==> src/rtl/dvi_encoder.sv <==
// rtl/dvi_encoder.sv - three-channel TMDS encoder for a DVI transmitter
//
// dvi_tmds_channel : one TMDS lane, 8-bit pixel or 2-bit control in,
//                    10-bit symbol out, two register stages.
//   clk, reset            pixel clock, synchronous active-high reset
//   data[7:0]             pixel byte, used when de=1
//   de, c0, c1            active-video flag and control bits
//   symbol[9:0]           TMDS symbol, bit 0 transmitted first
//
// dvi_encoder      : blue/green/red lanes sharing one pipeline timing.
//   clk, reset            pixel clock, synchronous active-high reset
//   vga_r/g/b[7:0]        pixel colour, valid when vga_de=1
//   vga_hs, vga_vs        sync levels, passed to the blue lane unmodified
//   vga_de                1 = active video, 0 = blanking
//   tmds_r/g/b[9:0]       TMDS symbols, bit 0 transmitted first
//
// Build option: DVI_INPUT_REG_EN adds an input register stage in front of
// the lanes, raising latency from 2 to 3 clocks.

module dvi_tmds_channel (
    input  logic       clk,
    input  logic       reset,
    input  logic [7:0] data,
    input  logic       de,
    input  logic       c0,
    input  logic       c1,
    output logic [9:0] symbol
);
    localparam logic [9:0] CTL_00 = 10'b1101010100;
    localparam logic [9:0] CTL_01 = 10'b0010101011;
    localparam logic [9:0] CTL_10 = 10'b0101010100;
    localparam logic [9:0] CTL_11 = 10'b1010101011;

    // Stage 1: transition-minimising pre-code
    logic [3:0] n1d;
    logic       use_xnor;
    logic [8:0] q_m_next;

    always_comb begin
        n1d = '0;
        for (int i = 0; i < 8; i++) n1d = n1d + {3'b000, data[i]};
        use_xnor = (n1d > 4'd4) || ((n1d == 4'd4) && !data[0]);
        q_m_next = '0;
        q_m_next[0] = data[0];
        for (int i = 1; i < 8; i++)
            q_m_next[i] = use_xnor ? ~(q_m_next[i-1] ^ data[i]) : (q_m_next[i-1] ^ data[i]);
        // q_m[8] records which chain was used so the receiver can undo it
        q_m_next[8] = ~use_xnor;
    end

    logic [8:0] q_m;
    logic       de_s1;
    logic       c0_s1;
    logic       c1_s1;

    always_ff @(posedge clk) begin
        if (reset) begin
            q_m   <= '0;
            de_s1 <= 1'b0;
            c0_s1 <= 1'b0;
            c1_s1 <= 1'b0;
        end else begin
            q_m   <= q_m_next;
            de_s1 <= de;
            c0_s1 <= c0;
            c1_s1 <= c1;
        end
    end

    // Stage 2: DC balancing against the running disparity cnt
    logic [3:0]        n1q;
    logic [3:0]        n0q;
    logic signed [5:0] diff;
    logic signed [5:0] cnt;
    logic signed [5:0] cnt_next;
    logic [9:0]        symbol_next;

    always_comb begin
        n1q = '0;
        for (int i = 0; i < 8; i++) n1q = n1q + {3'b000, q_m[i]};
        n0q  = 4'd8 - n1q;
        diff = $signed({2'b00, n1q}) - $signed({2'b00, n0q});
        symbol_next = CTL_00;
        cnt_next    = '0;
        if (!de_s1) begin
            case ({c1_s1, c0_s1})
                2'b00:   symbol_next = CTL_00;
                2'b01:   symbol_next = CTL_01;
                2'b10:   symbol_next = CTL_10;
                default: symbol_next = CTL_11;
            endcase
            cnt_next = '0;
        end else if ((cnt == 6'sd0) || (n1q == n0q)) begin
            symbol_next = {~q_m[8], q_m[8], q_m[8] ? q_m[7:0] : ~q_m[7:0]};
            cnt_next    = q_m[8] ? (cnt + diff) : (cnt - diff);
        end else if ((!cnt[5] && (n1q > n0q)) || (cnt[5] && (n0q > n1q))) begin
            // cnt is non-zero here, so a clear sign bit means cnt > 0
            symbol_next = {1'b1, q_m[8], ~q_m[7:0]};
            cnt_next    = cnt - diff + (q_m[8] ? 6'sd2 : 6'sd0);
        end else begin
            symbol_next = {1'b0, q_m[8], q_m[7:0]};
            cnt_next    = cnt + diff - (q_m[8] ? 6'sd0 : 6'sd2);
        end
    end

    always_ff @(posedge clk) begin
        if (reset) begin
            symbol <= CTL_00;
            cnt    <= '0;
        end else begin
            symbol <= symbol_next;
            cnt    <= cnt_next;
        end
    end
endmodule

module dvi_encoder (
    input  logic       clk,
    input  logic       reset,
    input  logic [7:0] vga_r,
    input  logic [7:0] vga_g,
    input  logic [7:0] vga_b,
    input  logic       vga_hs,
    input  logic       vga_vs,
    input  logic       vga_de,
    output logic [9:0] tmds_r,
    output logic [9:0] tmds_g,
    output logic [9:0] tmds_b
);
    logic [7:0] r_in;
    logic [7:0] g_in;
    logic [7:0] b_in;
    logic       hs_in;
    logic       vs_in;
    logic       de_in;

`ifdef DVI_INPUT_REG_EN
    always_ff @(posedge clk) begin
        if (reset) begin
            r_in  <= '0;
            g_in  <= '0;
            b_in  <= '0;
            hs_in <= 1'b0;
            vs_in <= 1'b0;
            de_in <= 1'b0;
        end else begin
            r_in  <= vga_r;
            g_in  <= vga_g;
            b_in  <= vga_b;
            hs_in <= vga_hs;
            vs_in <= vga_vs;
            de_in <= vga_de;
        end
    end
`else
    assign r_in  = vga_r;
    assign g_in  = vga_g;
    assign b_in  = vga_b;
    assign hs_in = vga_hs;
    assign vs_in = vga_vs;
    assign de_in = vga_de;
`endif

    dvi_tmds_channel u_blue (
        .clk    (clk),
        .reset  (reset),
        .data   (b_in),
        .de     (de_in),
        .c0     (hs_in),
        .c1     (vs_in),
        .symbol (tmds_b)
    );

    dvi_tmds_channel u_green (
        .clk    (clk),
        .reset  (reset),
        .data   (g_in),
        .de     (de_in),
        .c0     (1'b0),
        .c1     (1'b0),
        .symbol (tmds_g)
    );

    dvi_tmds_channel u_red (
        .clk    (clk),
        .reset  (reset),
        .data   (r_in),
        .de     (de_in),
        .c0     (1'b0),
        .c1     (1'b0),
        .symbol (tmds_r)
    );
endmodule

==> config.mk <==
export PLATFORM = sky130hd
export DESIGN_NAME = dvi_encoder
export DESIGN_NICKNAME = d
export VERILOG_FILES = /design/src/rtl/dvi_encoder.sv
export SDC_FILE = /design/constraint.sdc
export NUM_CORES = 1
export LEC_CHECK = 0
export CAP_MARGIN = 40
export CORE_ASPECT_RATIO = 1.25
export CORE_MARGIN = 10
export CORE_UTILIZATION = 30
export CTS_BUF_LIST = sky130_fd_sc_hd__clkbuf_16
export CTS_CLUSTER_DIAMETER = 80
export DETAILED_ROUTE_END_ITERATION = 6
export HOLD_SLACK_MARGIN = 0.08
export SYNTH_ARGS = -nofsm -noshare
export SYNTH_HDL_FRONTEND = slang
export SYNTH_SLANG_ARGS = --single-unit
==> constraint.sdc <==
create_clock -name clk -period 16.51 [get_ports clk]
set_input_delay 4.953 -clock clk [delete_from_list [all_inputs] [get_ports clk]]
set_output_delay 4.953 -clock clk [all_outputs]
set_load 0.1 [all_outputs]
==> impl_metrics.csv <==
group,metric,value,unit
status,status,"finished, final reports clean",
clocking,cts_setup_buffers,0,
synth,ys_types,75,
synth,yosys.area.top_type,"dfxtp_1",
sta,skew,0.00832,ns
sta,relSlewSlack,55.9,%
routing,vias,5025,
grt,overflow,0,
routing,ant_nets,0,
sta,max_freq,116,MHz
sta,worst_pin_slew,0.661,ns
cells_and_area,nNetsFinal,936,
sta,finalCritPeriodShare,52.3,%
setup_path,start_kind,"input pin",
synth,synth-main-ff-cell,"dfxtp_1",
setup_path,criticalPathCategory,"in -> reg",
setup_path,required,16.74,ns
routing,drt_iter0_drc,253,
sta,slew_violations,0,
floorplanning,ioPinCount,59,
cells_and_area,final_core_util,39.0,%
clocking,clockBufferDepth,2,
grt,grt_usage,10.8,%
synth,ys_warn_count,0,
clocking,clock_latency,0.35,ns
grt,grt_pass1_wl,24400,um
floorplanning,row_count,59,
synth,yosysMostFrequentCell,"inv_1",
placement,hpwl,11600,um
sta,fin_crit,8.64,ns
routing,wl_per_cell,13.1,um
sta,rsz0062_at_grt,"false",
clocking,cts_buffers,9,
synth,synth_top_area_share,24.4,%
routing,viasPerCell,4.61,
flow_run,cap_violations,0,
clocking,cts-root-buf,"clkbuf_16",
floorplanning,die_x,151,um
synth,synth_commonest_cells,"101 x inv_1, 78 x dfxtp_1, 70 x ha_1",
cells_and_area,final_area,0.00814,sq mm
grt,antenna_found_initial,0,
synth,ys_ff_latch,78,
placement,numPortBuffers,58,
clocking,holdBufCountCts,0,
routing,drc,0,
synth,ys_seq_area_share,24.4,%
routing,dr.pass1.iters,4,
clocking,htreeDepth,3,
floorplanning,core_area,0.0209,sq mm
cells_and_area,layout-drive-gt1-share,9.69,%
routing,wl,14300,um
placement,place_area,0.00785,sq mm
clocking,clkTransAtPathRegs,0.06,ns
floorplanning,dieArea,0.0276,sq mm
setup_path,arrival,8.86,ns
floorplanning,start_util,30.6,%
setup_path,crit_fanout,5,
synth,synth_edf_count,0,
synth,synth_nets,855,
sta,hold_ws,0.471,ns
grt,grt_pass1_vias,4998,
synth,ys_top_cells_by_area,"dfxtp_1 24%, ha_1 14%, fa_1 8.4%, xnor2_1 7.8%, inv_1 5.9%",
cells_and_area,area_delta_synth_final,27.2,%
clocking,post_cts_resized,0,
cells_and_area,diodes,0,
sta,finalSetupTns,0,ns
clocking,tritoncts,"done",
placement,gp_congestion,0.839,
hold_path,hold_class,"reg -> reg",
clocking,clock-sinks,78,
synth,synth_area,0.00640,sq mm
synth,avgSynthCellArea,8.78,sq um
sta,finalSetupViolations,0,
setup_path,end_kind,"flip-flop",
sta,hold_viol,0,
floorplanning,die_h,183,um
synth,synthCells,729,
synth,postSynth.asyncResetShare,0,%
grt,grt_max_degree,37,
-- routing by layer --
layer / vias up / global-route usage [%] / wire length [um]
met5: - / 0 / 0
met4: 0 / 3.93 / 273
met3: 19 / 1.97 / 561
met2: 84 / 19.4 / 7510
met1: 2344 / 12.4 / 5950
li1: 2578 / - / -
-- cells in the final DEF, fill, tap and decap left out, types with 8 or more instances in the layout --
cell type        count
clkbuf_16            9
buf_16              12
buf_8               19
inv_1              101
xnor2_1             57
ha_1                70
nor2_1              63
nand2_1             38
xor2_1              32
nor2b_1             22
a21oi_1             35
dfxtp_1             78
nand3_1              8
clkdlybuf4s50_1     58
o21ai_0             22
fa_1                27
mux2i_1              8
-- registers in the layout, indices dropped and copies added (netlist names) --
register / cells
u_green.de_s1: 1
u_blue.symbol: 10
u_blue.cnt: 6
u_red.cnt: 6
u_blue.q_m: 9
u_green.q_m: 9
u_green.symbol: 10
u_green.cnt: 6
u_red.symbol: 10
u_blue.c1_s1: 1
u_blue.c0_s1: 1
u_red.q_m: 9
-- final timing paths --
check	start	endpoint	slack, ns	cells past startpoint
max	vga_r[0]	u_red.q_m[7]$_SDFF_PP0_	7.87	14
min	u_blue.cnt[0]$_SDFF_PP0_	u_blue.cnt[0]$_SDFF_PP0_	0.47	1
max reg2reg	u_green.q_m[1]$_SDFF_PP0_	u_green.cnt[5]$_SDFF_PP0_	10.30	18
min reg2reg	u_blue.cnt[0]$_SDFF_PP0_	u_blue.cnt[0]$_SDFF_PP0_	0.47	1
-- final cells by class --
type / count / area [sq um]
flip-flops and latches: 78 / 1560
multi-input cells: 523 / 4330
repair buffers: 93 / 1230
well taps: 274 / 343
inverters: 105 / 394
clock inverters: 7 / 63.8
fillers: 2037 / 12800
clock buffers: 9 / 225
-- worst max-delay path: stages --
cell and delay [ns]:
clkdlybuf4s50_1 0.45, ha_1 0.34, inv_1 0.11, fa_1 0.43
fa_1 0.49, inv_1 0.05, fa_1 0.40, fa_1 0.43
nor3b_1 0.26, o21ai_0 0.11, a21oi_1 0.46, xnor2_1 0.19
xnor2_1 0.14, nor2_1 0.05
-- logic make-up (layout without fill, tap and decap cells) --
family | count (synthesis) | in the layout | synth area share [%]
flip-flops | 78 | 78 | 24.4
AND/OR/NAND/NOR | 187 | 187 | 14.7
adder cells (fa/ha/maj) | 97 | 97 | 22.1
XOR/XNOR | 96 | 96 | 14.2
buffers and inverters | 128 | 214 | 8.04
AO/OA/AOI/OAI | 133 | 133 | 14.9
multiplexers | 10 | 10 | 1.60
-- through the flow --
step / setup slack, ns / std cells
2_1_floorplan: 8.22 / 729
3_3_place_gp: 7.57 / 1040
3_5_place_dp: 7.49 / 1073
4_1_cts: 7.86 / 1089
5_1_grt: 7.53 / 1089
6_report: 7.87 / 1089
Power is not shown: default switching activity piles up to over one toggle a cycle in this logic, so the estimate is an artifact.
